$ cat src/rtl/muldiv_sequencer_if.sv
// muldiv_sequencer_if
//   Issue/result bundle between the execute stage and the multi-cycle
//   multiply/divide unit.
//   master (execute stage): drives start, op, A, B; observes busy, done, dz, HI, LO.
//   slave  (muldiv unit)  : the reverse.
//   start : issue request, op : 0 = MULT / 1 = DIV, A/B : two's-complement operands.
//   busy  : operation in flight, done : one-cycle result pulse,
//   dz    : sticky divide-by-zero, HI/LO : result registers.
interface muldiv_sequencer_if #(
  parameter int WIDTH = 32
);
  logic             start;
  logic             op;
  logic [WIDTH-1:0] A;
  logic [WIDTH-1:0] B;
  logic             busy;
  logic             done;
  logic             dz;
  logic [WIDTH-1:0] HI;
  logic [WIDTH-1:0] LO;

  modport master (
    output start, op, A, B,
    input  busy, done, dz, HI, LO
  );

  modport slave (
    input  start, op, A, B,
    output busy, done, dz, HI, LO
  );
endinterface

$ cat src/rtl/muldiv_sequencer.sv
// muldiv_sequencer
//   Iterative signed MULT / DIV unit. Operands are reduced to magnitudes on
//   issue, WIDTH shift-add or restoring-divide iterations run one per cycle,
//   and the sign correction is applied when HI/LO are written.
//   Ports:
//     clk : rising-edge clock
//     rst : asynchronous active-high reset
//     s   : muldiv_sequencer_if slave (start/op/A/B in, busy/done/dz/HI/LO out)
module muldiv_sequencer #(
  parameter int WIDTH = 32
) (
  input logic                clk,
  input logic                rst,
  muldiv_sequencer_if.slave  s
);

  localparam int CNT_W = $clog2(WIDTH);

  localparam logic [1:0] S_IDLE = 2'd0;
  localparam logic [1:0] S_RUN  = 2'd1;
  localparam logic [1:0] S_FIN  = 2'd2;

  // Magnitude as an unsigned value; the most negative input maps to 2^(WIDTH-1).
  function automatic logic [WIDTH-1:0] mag(input logic signed [WIDTH-1:0] v);
    return unsigned'(v[WIDTH-1] ? -v : v);
  endfunction

  function automatic logic [WIDTH-1:0] cneg(input logic [WIDTH-1:0] v, input logic n);
    return n ? -v : v;
  endfunction

  function automatic logic [2*WIDTH-1:0] cneg2(input logic [2*WIDTH-1:0] v, input logic n);
    return n ? -v : v;
  endfunction

  logic [1:0]         state_q, state_d;
  logic [CNT_W-1:0]   cnt_q, cnt_d;
  // MULT: {partial product high, remaining multiplier bits}
  // DIV : {partial remainder, dividend bits shifting into quotient bits}
  logic [2*WIDTH-1:0] acc_q, acc_d;
  logic [WIDTH-1:0]   opnd_q, opnd_d;
  logic               op_q, op_d;
  logic               qneg_q, qneg_d;
  logic               rneg_q, rneg_d;
  logic               dz_q, dz_d;
  logic               done_q, done_d;
  logic [WIDTH-1:0]   hi_q, hi_d;
  logic [WIDTH-1:0]   lo_q, lo_d;

  logic [WIDTH:0]     mul_sum;
  logic [WIDTH:0]     div_shift;
  logic [WIDTH-1:0]   div_diff;
  logic               div_ge;
  logic [2*WIDTH-1:0] mul_next;
  logic [2*WIDTH-1:0] div_next;

  always_comb begin
    // Shift-add: add the multiplicand when the current multiplier LSB is set,
    // then shift the whole accumulator right with the carry.
    mul_sum  = {1'b0, acc_q[2*WIDTH-1:WIDTH]} + {1'b0, (acc_q[0] ? opnd_q : '0)};
    mul_next = {mul_sum, acc_q[WIDTH-1:1]};

    // Restoring step: bring in the next dividend bit; subtract only if it fits.
    // The remainder stays below the divisor, so the W-bit difference is exact.
    div_shift = {acc_q[2*WIDTH-1:WIDTH], acc_q[WIDTH-1]};
    div_ge    = (div_shift >= {1'b0, opnd_q});
    div_diff  = div_shift[WIDTH-1:0] - opnd_q;
    div_next  = {(div_ge ? div_diff : div_shift[WIDTH-1:0]), acc_q[WIDTH-2:0], div_ge};

    state_d = state_q;
    cnt_d   = cnt_q;
    acc_d   = acc_q;
    opnd_d  = opnd_q;
    op_d    = op_q;
    qneg_d  = qneg_q;
    rneg_d  = rneg_q;
    dz_d    = dz_q;
    hi_d    = hi_q;
    lo_d    = lo_q;
    done_d  = 1'b0;

    case (state_q)
      S_IDLE: begin
        if (s.start) begin
          op_d   = s.op;
          cnt_d  = '0;
          dz_d   = 1'b0;
          qneg_d = s.A[WIDTH-1] ^ s.B[WIDTH-1];
          rneg_d = s.A[WIDTH-1];
          if (s.op && (s.B == '0)) begin
            // Preload the divide-by-zero result so FIN just copies it out.
            dz_d    = 1'b1;
            acc_d   = {s.A, {WIDTH{1'b1}}};
            opnd_d  = '0;
            state_d = S_FIN;
          end else if (s.op) begin
            acc_d   = {{WIDTH{1'b0}}, mag($signed(s.A))};
            opnd_d  = mag($signed(s.B));
            state_d = S_RUN;
          end else begin
            acc_d   = {{WIDTH{1'b0}}, mag($signed(s.B))};
            opnd_d  = mag($signed(s.A));
            state_d = S_RUN;
          end
        end
      end
      S_RUN: begin
        cnt_d = cnt_q + CNT_W'(1);
        acc_d = op_q ? div_next : mul_next;
        if (cnt_q == CNT_W'(WIDTH-1)) begin
          state_d = S_FIN;
        end
      end
      S_FIN: begin
        done_d  = 1'b1;
        state_d = S_IDLE;
        if (dz_q) begin
          {hi_d, lo_d} = acc_q;
        end else if (op_q) begin
          lo_d = cneg(acc_q[WIDTH-1:0], qneg_q);
          hi_d = cneg(acc_q[2*WIDTH-1:WIDTH], rneg_q);
        end else begin
          {hi_d, lo_d} = cneg2(acc_q, qneg_q);
        end
      end
      default: state_d = S_IDLE;
    endcase
  end

  always_ff @(posedge clk or posedge rst) begin
    if (rst) begin
      state_q <= S_IDLE;
      cnt_q   <= '0;
      acc_q   <= '0;
      opnd_q  <= '0;
      op_q    <= 1'b0;
      qneg_q  <= 1'b0;
      rneg_q  <= 1'b0;
      dz_q    <= 1'b0;
      done_q  <= 1'b0;
      hi_q    <= '0;
      lo_q    <= '0;
    end else begin
      state_q <= state_d;
      cnt_q   <= cnt_d;
      acc_q   <= acc_d;
      opnd_q  <= opnd_d;
      op_q    <= op_d;
      qneg_q  <= qneg_d;
      rneg_q  <= rneg_d;
      dz_q    <= dz_d;
      done_q  <= done_d;
      hi_q    <= hi_d;
      lo_q    <= lo_d;
    end
  end

  assign s.busy = (state_q != S_IDLE);
  assign s.done = done_q;
  assign s.dz   = dz_q;
  assign s.HI   = hi_q;
  assign s.LO   = lo_q;

endmodule

$ cat src/flat_wrapper.sv
// flat-port wrapper written by rule: the top's interface ports become plain ports
module muldiv_sequencer_flat 
#(
  parameter int WIDTH = 32
)
  (clk, rst, s_start, s_op, s_A, s_B, s_busy, s_done, s_dz, s_HI, s_LO);
  muldiv_sequencer_if #(.WIDTH(WIDTH)) s_i ();
  input logic clk;
  input logic rst;
  input wire logic [$bits(s_i.start)-1:0] s_start;
  input wire logic [$bits(s_i.op)-1:0] s_op;
  input wire logic [$bits(s_i.A)-1:0] s_A;
  input wire logic [$bits(s_i.B)-1:0] s_B;
  output wire logic [$bits(s_i.busy)-1:0] s_busy;
  output wire logic [$bits(s_i.done)-1:0] s_done;
  output wire logic [$bits(s_i.dz)-1:0] s_dz;
  output wire logic [$bits(s_i.HI)-1:0] s_HI;
  output wire logic [$bits(s_i.LO)-1:0] s_LO;
  assign s_i.start = s_start;
  assign s_i.op = s_op;
  assign s_i.A = s_A;
  assign s_i.B = s_B;
  assign s_busy = s_i.busy;
  assign s_done = s_i.done;
  assign s_dz = s_i.dz;
  assign s_HI = s_i.HI;
  assign s_LO = s_i.LO;
  muldiv_sequencer #(.WIDTH(WIDTH)) u_core (.clk(clk), .rst(rst), .s(s_i));
endmodule
$ cat config.mk
export PLATFORM = sky130hd
export DESIGN_NAME = muldiv_sequencer_flat
export DESIGN_NICKNAME = d
export VERILOG_FILES = /design/src/rtl/muldiv_sequencer_if.sv /design/src/rtl/muldiv_sequencer.sv /design/src/flat_wrapper.sv
export SDC_FILE = /design/constraint.sdc
export NUM_CORES = 1
export LEC_CHECK = 0
export CORE_UTILIZATION = 45
export DETAILED_ROUTE_END_ITERATION = 16
export GPL_TIMING_DRIVEN = 0
export PLACE_DENSITY = 0.66
export SYNTH_ARGS = -nofsm -noshare
export SYNTH_HDL_FRONTEND = slang
export SYNTH_SLANG_ARGS = --single-unit
$ cat constraint.sdc
create_clock -name clk -period 7 [get_ports clk]
set_clock_uncertainty 0.2 [all_clocks]
set_input_delay 0.7 -clock clk [delete_from_list [all_inputs] [get_ports clk]]
set_output_delay 0.7 -clock clk [all_outputs]
set_load 0.05 [all_outputs]
### Word level (Yosys, flattened, before mapping)

Cells that the tools add are included.

| storage, ports and cells | value |
|---|---|
| flip-flop bits (word level) | 172 |
| input port bits | 68 |
| word-level logic and storage cells | 60 |

| operators by class | value |
|---|---|
| reduce and logical (&&, ||, !) cells | 8 |
| equality and inequality tests | 5 |
| add/sub/neg operators | 8 |
| magnitude comparators | 1 |
| bitwise logic cells | 1 |
| mux-type cells | 26 |

Operators with widths:

| cell | number |
|---|---|
| 32-bit two-way mux | 13 |
| 64-bit two-way mux | 4 |
| 32-bit negation | 4 |
| 64-bit case mux with 2 select lines | 1 |
| 64-bit negation | 1 |
| 32-bit by 32-bit adder with 33-bit output | 1 |
| 33-bit by 32-bit greater-or-equal comparator with 1-bit output | 1 |
| 32-bit zero test | 1 |
| 32-bit subtractor | 1 |
| 5-bit case mux with 2 select lines | 1 |
| 2-bit two-way mux | 3 |
| 2-bit AND reduction | 3 |
| 5-bit by 1-bit adder with 5-bit output (second input constant) | 1 |
| 5-bit == test (second input constant) | 1 |
| 5-bit two-way mux | 1 |
| 2-bit case mux with 2 select lines | 1 |
| 2-bit nonzero test | 2 |
| 2-bit by 1-bit == test with 1-bit output (second input constant) | 1 |
| 2-bit == test (second input constant) | 1 |
| 2-bit zero test | 1 |
| 1-bit two-way mux | 2 |
| 2-bit by 1-bit inequality test with 1-bit output (second input constant) | 1 |
| 2-bit inequality test (second input constant) | 1 |
| 1-bit logical AND | 1 |
| 1-bit bitwise XOR | 1 |

### Depth between registers and ports, before layout

| depth | value |
|---|---|
| depth in word-level cells | 6 |
| gate-level depth with buffers | 14 |

### Worst setup path after synthesis

Ideal clock, no wire load.

| path | value |
|---|---|
| kind | input to register |
| from | input port s_A[0] |
| to | register u_core.acc_q[30] |
| library setup time | 126 ps |
| buffers on the path | 0 |
| stages on the path | 11 |
| setup slack | 3274 ps |
| arrival | 3400 ps |
| cells stage by stage | inv_1 ha_1 or3b_1 or4_1 or4_4 o41ai_4 nand3_1 xor2_1 o21ai_1 nand2_1 a221o_1 |

| on the way | value |
|---|---|
| longest elaborated chain between the ends | 6 |

RTL lines:

| element | line | source |
|---|---|---|
| from (decl) | flat_wrapper.sv:12 | `input wire logic [$bits(s_i.A)-1:0] s_A;` |
| 32-bit negation | muldiv_sequencer.sv:25 | `return unsigned'(v[WIDTH-1] ? -v : v);` |
| 32-bit two-way mux | muldiv_sequencer.sv:25 |  |
| 32-bit two-way mux | muldiv_sequencer.sv:96 | `end else if (s.op) begin` |
| 64-bit two-way mux | muldiv_sequencer.sv:90 | `if (s.op && (s.B == '0)) begin` |
| 64-bit two-way mux | muldiv_sequencer.sv:84 | `if (s.start) begin` |
| 64-bit case mux with 2 select lines | muldiv_sequencer.sv:82 | `case (state_q)` |
| to (signal assigned) | muldiv_sequencer.sv:134 | `acc_q <= '0;` |
| to (signal assigned) | muldiv_sequencer.sv:146 | `acc_q <= acc_d;` |
| to (decl) | muldiv_sequencer.sv:40 | `logic [2*WIDTH-1:0] acc_q, acc_d;` |

Every way passes these cells. The select of a mux whose other input is x is not followed.
A chain may end at the register's enable or synchronous reset.

### Worst setup path in the final report

| path | value |
|---|---|
| from | register u_core.acc_q[0] |
| to | register u_core.acc_q[50] |

| on the way | value |
|---|---|
| longest elaborated chain between the ends | 4 |

RTL lines:

| element | line | source |
|---|---|---|
| 32-bit two-way mux | muldiv_sequencer.sv:60 | `mul_sum = {1'b0, acc_q[2*WIDTH-1:WIDTH]} + {1'b0, (acc_q[0] ? opnd_q : '0)};` |
| 32-bit by 32-bit adder with 33-bit output | muldiv_sequencer.sv:60 |  |
| 64-bit two-way mux | muldiv_sequencer.sv:109 | `acc_d = op_q ? div_next : mul_next;` |
| 64-bit case mux with 2 select lines | muldiv_sequencer.sv:82 |  |

Every way passes these cells.

==> metrics.log <==
INFO  metric avgViaCountPerCell = 6.299
INFO  metric detail_route.wl_per_cell = 24.77 microns
INFO  metric antenna-diode-count = 0
INFO  metric die-height = 183.0 microns
INFO  metric synth-async-reset-ratio = 1.000
INFO  metric p_sw_frac = 0.5283
INFO  metric clock_tree_from_tritoncts = done
INFO  metric worst_setup_path_startpoint = u_core.acc_q[0]
INFO  metric clk_pin_slew_worst_paths = 0.08 ns
INFO  metric synth_sequential_area_ratio = 0.2919
INFO  metric post_synthesis_instance_total = 1905
INFO  metric synth.net_count = 2045
INFO  metric total_die_area = 0.03350 sq mm
INFO  metric post_synth.cell_area_avg = 7.741 sq um
INFO  metric post_route_cells_drive_above_1_share = 0.04201
INFO  metric clock_sink_count = 172
INFO  metric synthDistinctLibCells = 70
INFO  metric antenna_violating_nets_post_route = 0
INFO  metric synth.top_cell.area_share = 0.2919
INFO  metric timing.max_slew.rel_slack = 0.2457
INFO  metric layout.nets = 2198
INFO  metric min-delay-path-class = flip-flop to flip-flop
INFO  metric critical_path.startpoint_type = flip-flop
INFO  metric rsz0062_at_grt = no
INFO  metric rr_worst_depth = 13
INFO  metric antenna_found_initial = 0
INFO  metric yosys_most_used_dff = sky130_fd_sc_hd__dfrtp_1
INFO  metric syn_to_final_growth = 17.35%
INFO  metric mostFrequentLayoutCell = sky130_fd_sc_hd__nand2_1
INFO  metric max_cap_violations = 0
INFO  metric drt_iter0_markers = 1670
INFO  metric drt_pass1_iterations = 6
INFO  metric cts_resized = 0
INFO  metric post-route-worst-setup-slack = 1.726 ns
INFO  metric regToRegStartpoint = u_core.acc_q[0]
INFO  metric grt_max_degree = 96
INFO  metric place.port_buffers = 132
INFO  metric core_area = 0.03188 sq mm
INFO  metric timing.critical_path.required = 7.15 ns
INFO  metric sequentialPowerShare = 0.211
INFO  metric placement_rows = 65
INFO  metric final_min_period_over_clock_period = 0.7535
INFO  metric total_leakage_power = 7.086 nW
INFO  metric yosysWarnings = 0
INFO  metric synth_enable_flop_cells = 0
INFO  metric place_area = 0.01666 sq mm
INFO  metric clkLatencyLatePin = 0.46 ns
INFO  metric yosys-top-cells-area = sky130_fd_sc_hd__dfrtp_1, sky130_fd_sc_hd__o21ai_0, sky130_fd_sc_hd__nand2_1
INFO  metric cts_hold_buffers = 0
INFO  metric fillCellCount = 3143
INFO  metric clock_power_share = 0.118
INFO  metric finalCoreUtilization = 0.5428
INFO  metric ctsRootBufferMaster = sky130_fd_sc_hd__clkbuf_16
INFO  metric synthDominantAreaCellType = sky130_fd_sc_hd__dfrtp_1
INFO  metric gp_congestion = 0.9975
INFO  metric cp_data_arrival_time = 5.42 ns
INFO  metric setup_total_negative_slack = 0 ns
INFO  metric power_per_cell_area = 534.1 mW/mm^2
INFO  metric final_cell_mix = sky130_fd_sc_hd__nand2_1, sky130_fd_sc_hd__o21ai_0, sky130_fd_sc_hd__dfrtp_1
INFO  metric tritoncts.num_buffers = 17
INFO  metric crit_fanout = 10
INFO  metric start_util = 0.4626
INFO  metric postSynthRegisterBits = 172
INFO  metric clock.fmax = 189.6 MHz
INFO  metric post_synth_instance_area = 0.01475 sq mm
INFO  metric path_class = flip-flop to flip-flop
INFO  metric hpwlAfterDp = 49080 microns
INFO  metric cp-endpoint = u_core.acc_q[50]
INFO  metric timing.rr.end = u_core.acc_q[50]
INFO  metric cellInternalPower = 0.004360 W
INFO  metric grtUsageTotal = 0.3735
INFO  metric net-switching-power = 0.004883 W
INFO  metric clockBufferDepth = 2
INFO  metric final-max-slew-violation-count = 0
INFO  metric setup.worst_path.end_class = flip-flop
INFO  metric setup_viol = 0
INFO  metric outcome = completed
INFO  metric ctsHtreeMaxLevel = 4
INFO  metric seq_area = 0.004304 sq mm
INFO  metric grt_pass1_vias = 15170
INFO  metric num_io_pins = 135
INFO  metric irDropWorstVdd = 0.3712 mV
INFO  metric route.final.wire_length = 62070 microns
INFO  metric die-width = 183.0 microns
INFO  metric dr_vias = 15790
INFO  metric detailedPlace.worstSlack = 1.872 ns
INFO  metric grt_overflow_total = 0
INFO  metric gate_power_share = 0.670
INFO  metric worst_slew_pin_slew = 1.117 ns
INFO  metric multi_input_area = 0.009742 sq mm
INFO  metric post-route-cell-area = 0.01731 sq mm
INFO  metric post_cts_buffers = 0
INFO  metric total_power = 0.009243 W
INFO  metric period_minus_slack = 5.274 ns
INFO  metric timing.final.hold_violations = 0
INFO  metric grt_first_pass_wirelength = 92470 microns
INFO  metric r2r_setup_slack = 1.73 ns
INFO  metric drt_drc_violations_left = 0
==> layer usage <==
layer  track usage  vias to the layer above  routed length, microns
li1              -                     7166                       -
met3       0.05004                      149                    5161
met2        0.5915                      818                   27540
met4        0.1637                        0                    2643
met1        0.5083                     7653                   26730
met5             0                        -                       0
==> worst max-delay path: stages, from the launching register on <==
cell	delay, ns
sky130_fd_sc_hd__dfrtp_1	0.50
sky130_fd_sc_hd__inv_1	0.44
sky130_fd_sc_hd__buf_1	0.51
sky130_fd_sc_hd__nor2_1	0.16
sky130_fd_sc_hd__ha_1	0.33
sky130_fd_sc_hd__a211oi_1	0.10
sky130_fd_sc_hd__o21ai_0	0.40
sky130_fd_sc_hd__nand2_1	0.23
sky130_fd_sc_hd__o21ai_0	0.47
sky130_fd_sc_hd__a21boi_0	0.42
sky130_fd_sc_hd__o21ai_0	0.65
sky130_fd_sc_hd__xor2_1	0.25
sky130_fd_sc_hd__mux2i_1	0.12
sky130_fd_sc_hd__a211oi_1	0.37
==> cell usage after synthesis, types with 8 or more instances <==
cell and count:
sky130_fd_sc_hd__a221oi_1 8, sky130_fd_sc_hd__nor4_1 8, sky130_fd_sc_hd__or4_1 22, sky130_fd_sc_hd__xor2_1 67, sky130_fd_sc_hd__or2_2 8, sky130_fd_sc_hd__mux2_2 28
sky130_fd_sc_hd__o21bai_1 10, sky130_fd_sc_hd__nor3_1 36, sky130_fd_sc_hd__a211oi_1 14, sky130_fd_sc_hd__nand3_1 37, sky130_fd_sc_hd__ha_1 70, sky130_fd_sc_hd__clkbuf_1 101
sky130_fd_sc_hd__nor2b_1 10, sky130_fd_sc_hd__o211ai_1 13, sky130_fd_sc_hd__o21a_1 15, sky130_fd_sc_hd__buf_1 9, sky130_fd_sc_hd__nand2b_1 11, sky130_fd_sc_hd__o31ai_1 29
sky130_fd_sc_hd__o22ai_1 24, sky130_fd_sc_hd__o21ai_0 200, sky130_fd_sc_hd__a21oi_1 170, sky130_fd_sc_hd__nand4_1 19, sky130_fd_sc_hd__nand3b_1 8, sky130_fd_sc_hd__mux2i_1 34
sky130_fd_sc_hd__xnor2_1 102, sky130_fd_sc_hd__a31oi_1 20, sky130_fd_sc_hd__o221ai_1 8, sky130_fd_sc_hd__and3_1 17, sky130_fd_sc_hd__a21o_1 24, sky130_fd_sc_hd__a22oi_1 10
sky130_fd_sc_hd__or3_1 14, sky130_fd_sc_hd__inv_1 74, sky130_fd_sc_hd__nor2_1 170, sky130_fd_sc_hd__and2_1 10, sky130_fd_sc_hd__nand2_1 241, sky130_fd_sc_hd__dfrtp_1 172
sky130_fd_sc_hd__o41ai_1 17
==> worst min-delay path by stage <==
stage / cells past startpoint / from / endpoint
after floorplan: 2 / u_core.opnd_q[1] / u_core.opnd_q[1]
after global placement: 2 / u_core.s.HI[0] / u_core.s.HI[0]
after detailed placement: 2 / u_core.s.HI[24] / u_core.s.HI[24]
after CTS: 2 / u_core.s.HI[24] / u_core.s.HI[24]
after global routing: 2 / u_core.s.HI[2] / u_core.s.HI[2]
final: 2 / u_core.s.HI[2] / u_core.s.HI[2]
==> power groups by stage <==
stage | logic, W | clock network, W | registers (W)
after CTS | 0.00608 | 0.00109 | 0.00191
after floorplan | 0.00426 | 0 | 0.00185
after detailed placement | 0.00604 | 0 | 0.00193
final | 0.00620 | 0.00109 | 0.00195
after global routing | 0.00673 | 0.00113 | 0.00197
after global placement | 0.00601 | 0 | 0.00192
==> sequential cells by signal (all words and copies together), names as in the netlist, 2 cells and up <==
signal / flops
u_core.acc_q: 64
u_core.cnt_q: 5
u_core.opnd_q: 32
u_core.s.HI: 32
u_core.s.LO: 32
u_core.state_q: 2
==> layout make-up <==
type	instances	share of cell area
repair buffers	134	0.07837
well taps	435	0.03145
multi-input cells	1546	0.5629
plain buffers	113	0.02473
flip-flops and latches	172	0.2487
inverters	74	0.01648
clock inverters	14	0.01193
clock buffers	18	0.02538
==> cell families (layout without fill, tap and decap cells) <==
logic type	count (synthesis)	after routing	synth area share
simple gates	629	629	0.1975
flops	172	172	0.2919
xor+xnor	169	169	0.1004
mux	62	62	0.04446
buf+inv	187	353	0.04785
compound gates	614	614	0.2558
fa+ha+maj	72	72	0.06211
==> per-stage QoR <==
| step | hold slack [ns] | cells |
|---|---|---|
| finish | 0.2747 | 2506 |
| global route | 0.2945 | 2506 |
| CTS | 0.2848 | 2506 |
| detailed placement | 0.2698 | 2474 |
| global placement | 0.2603 | 2472 |
| floorplan | 0.2485 | 1905 |
No activity file was read; power rests on OpenSTA's default activity.
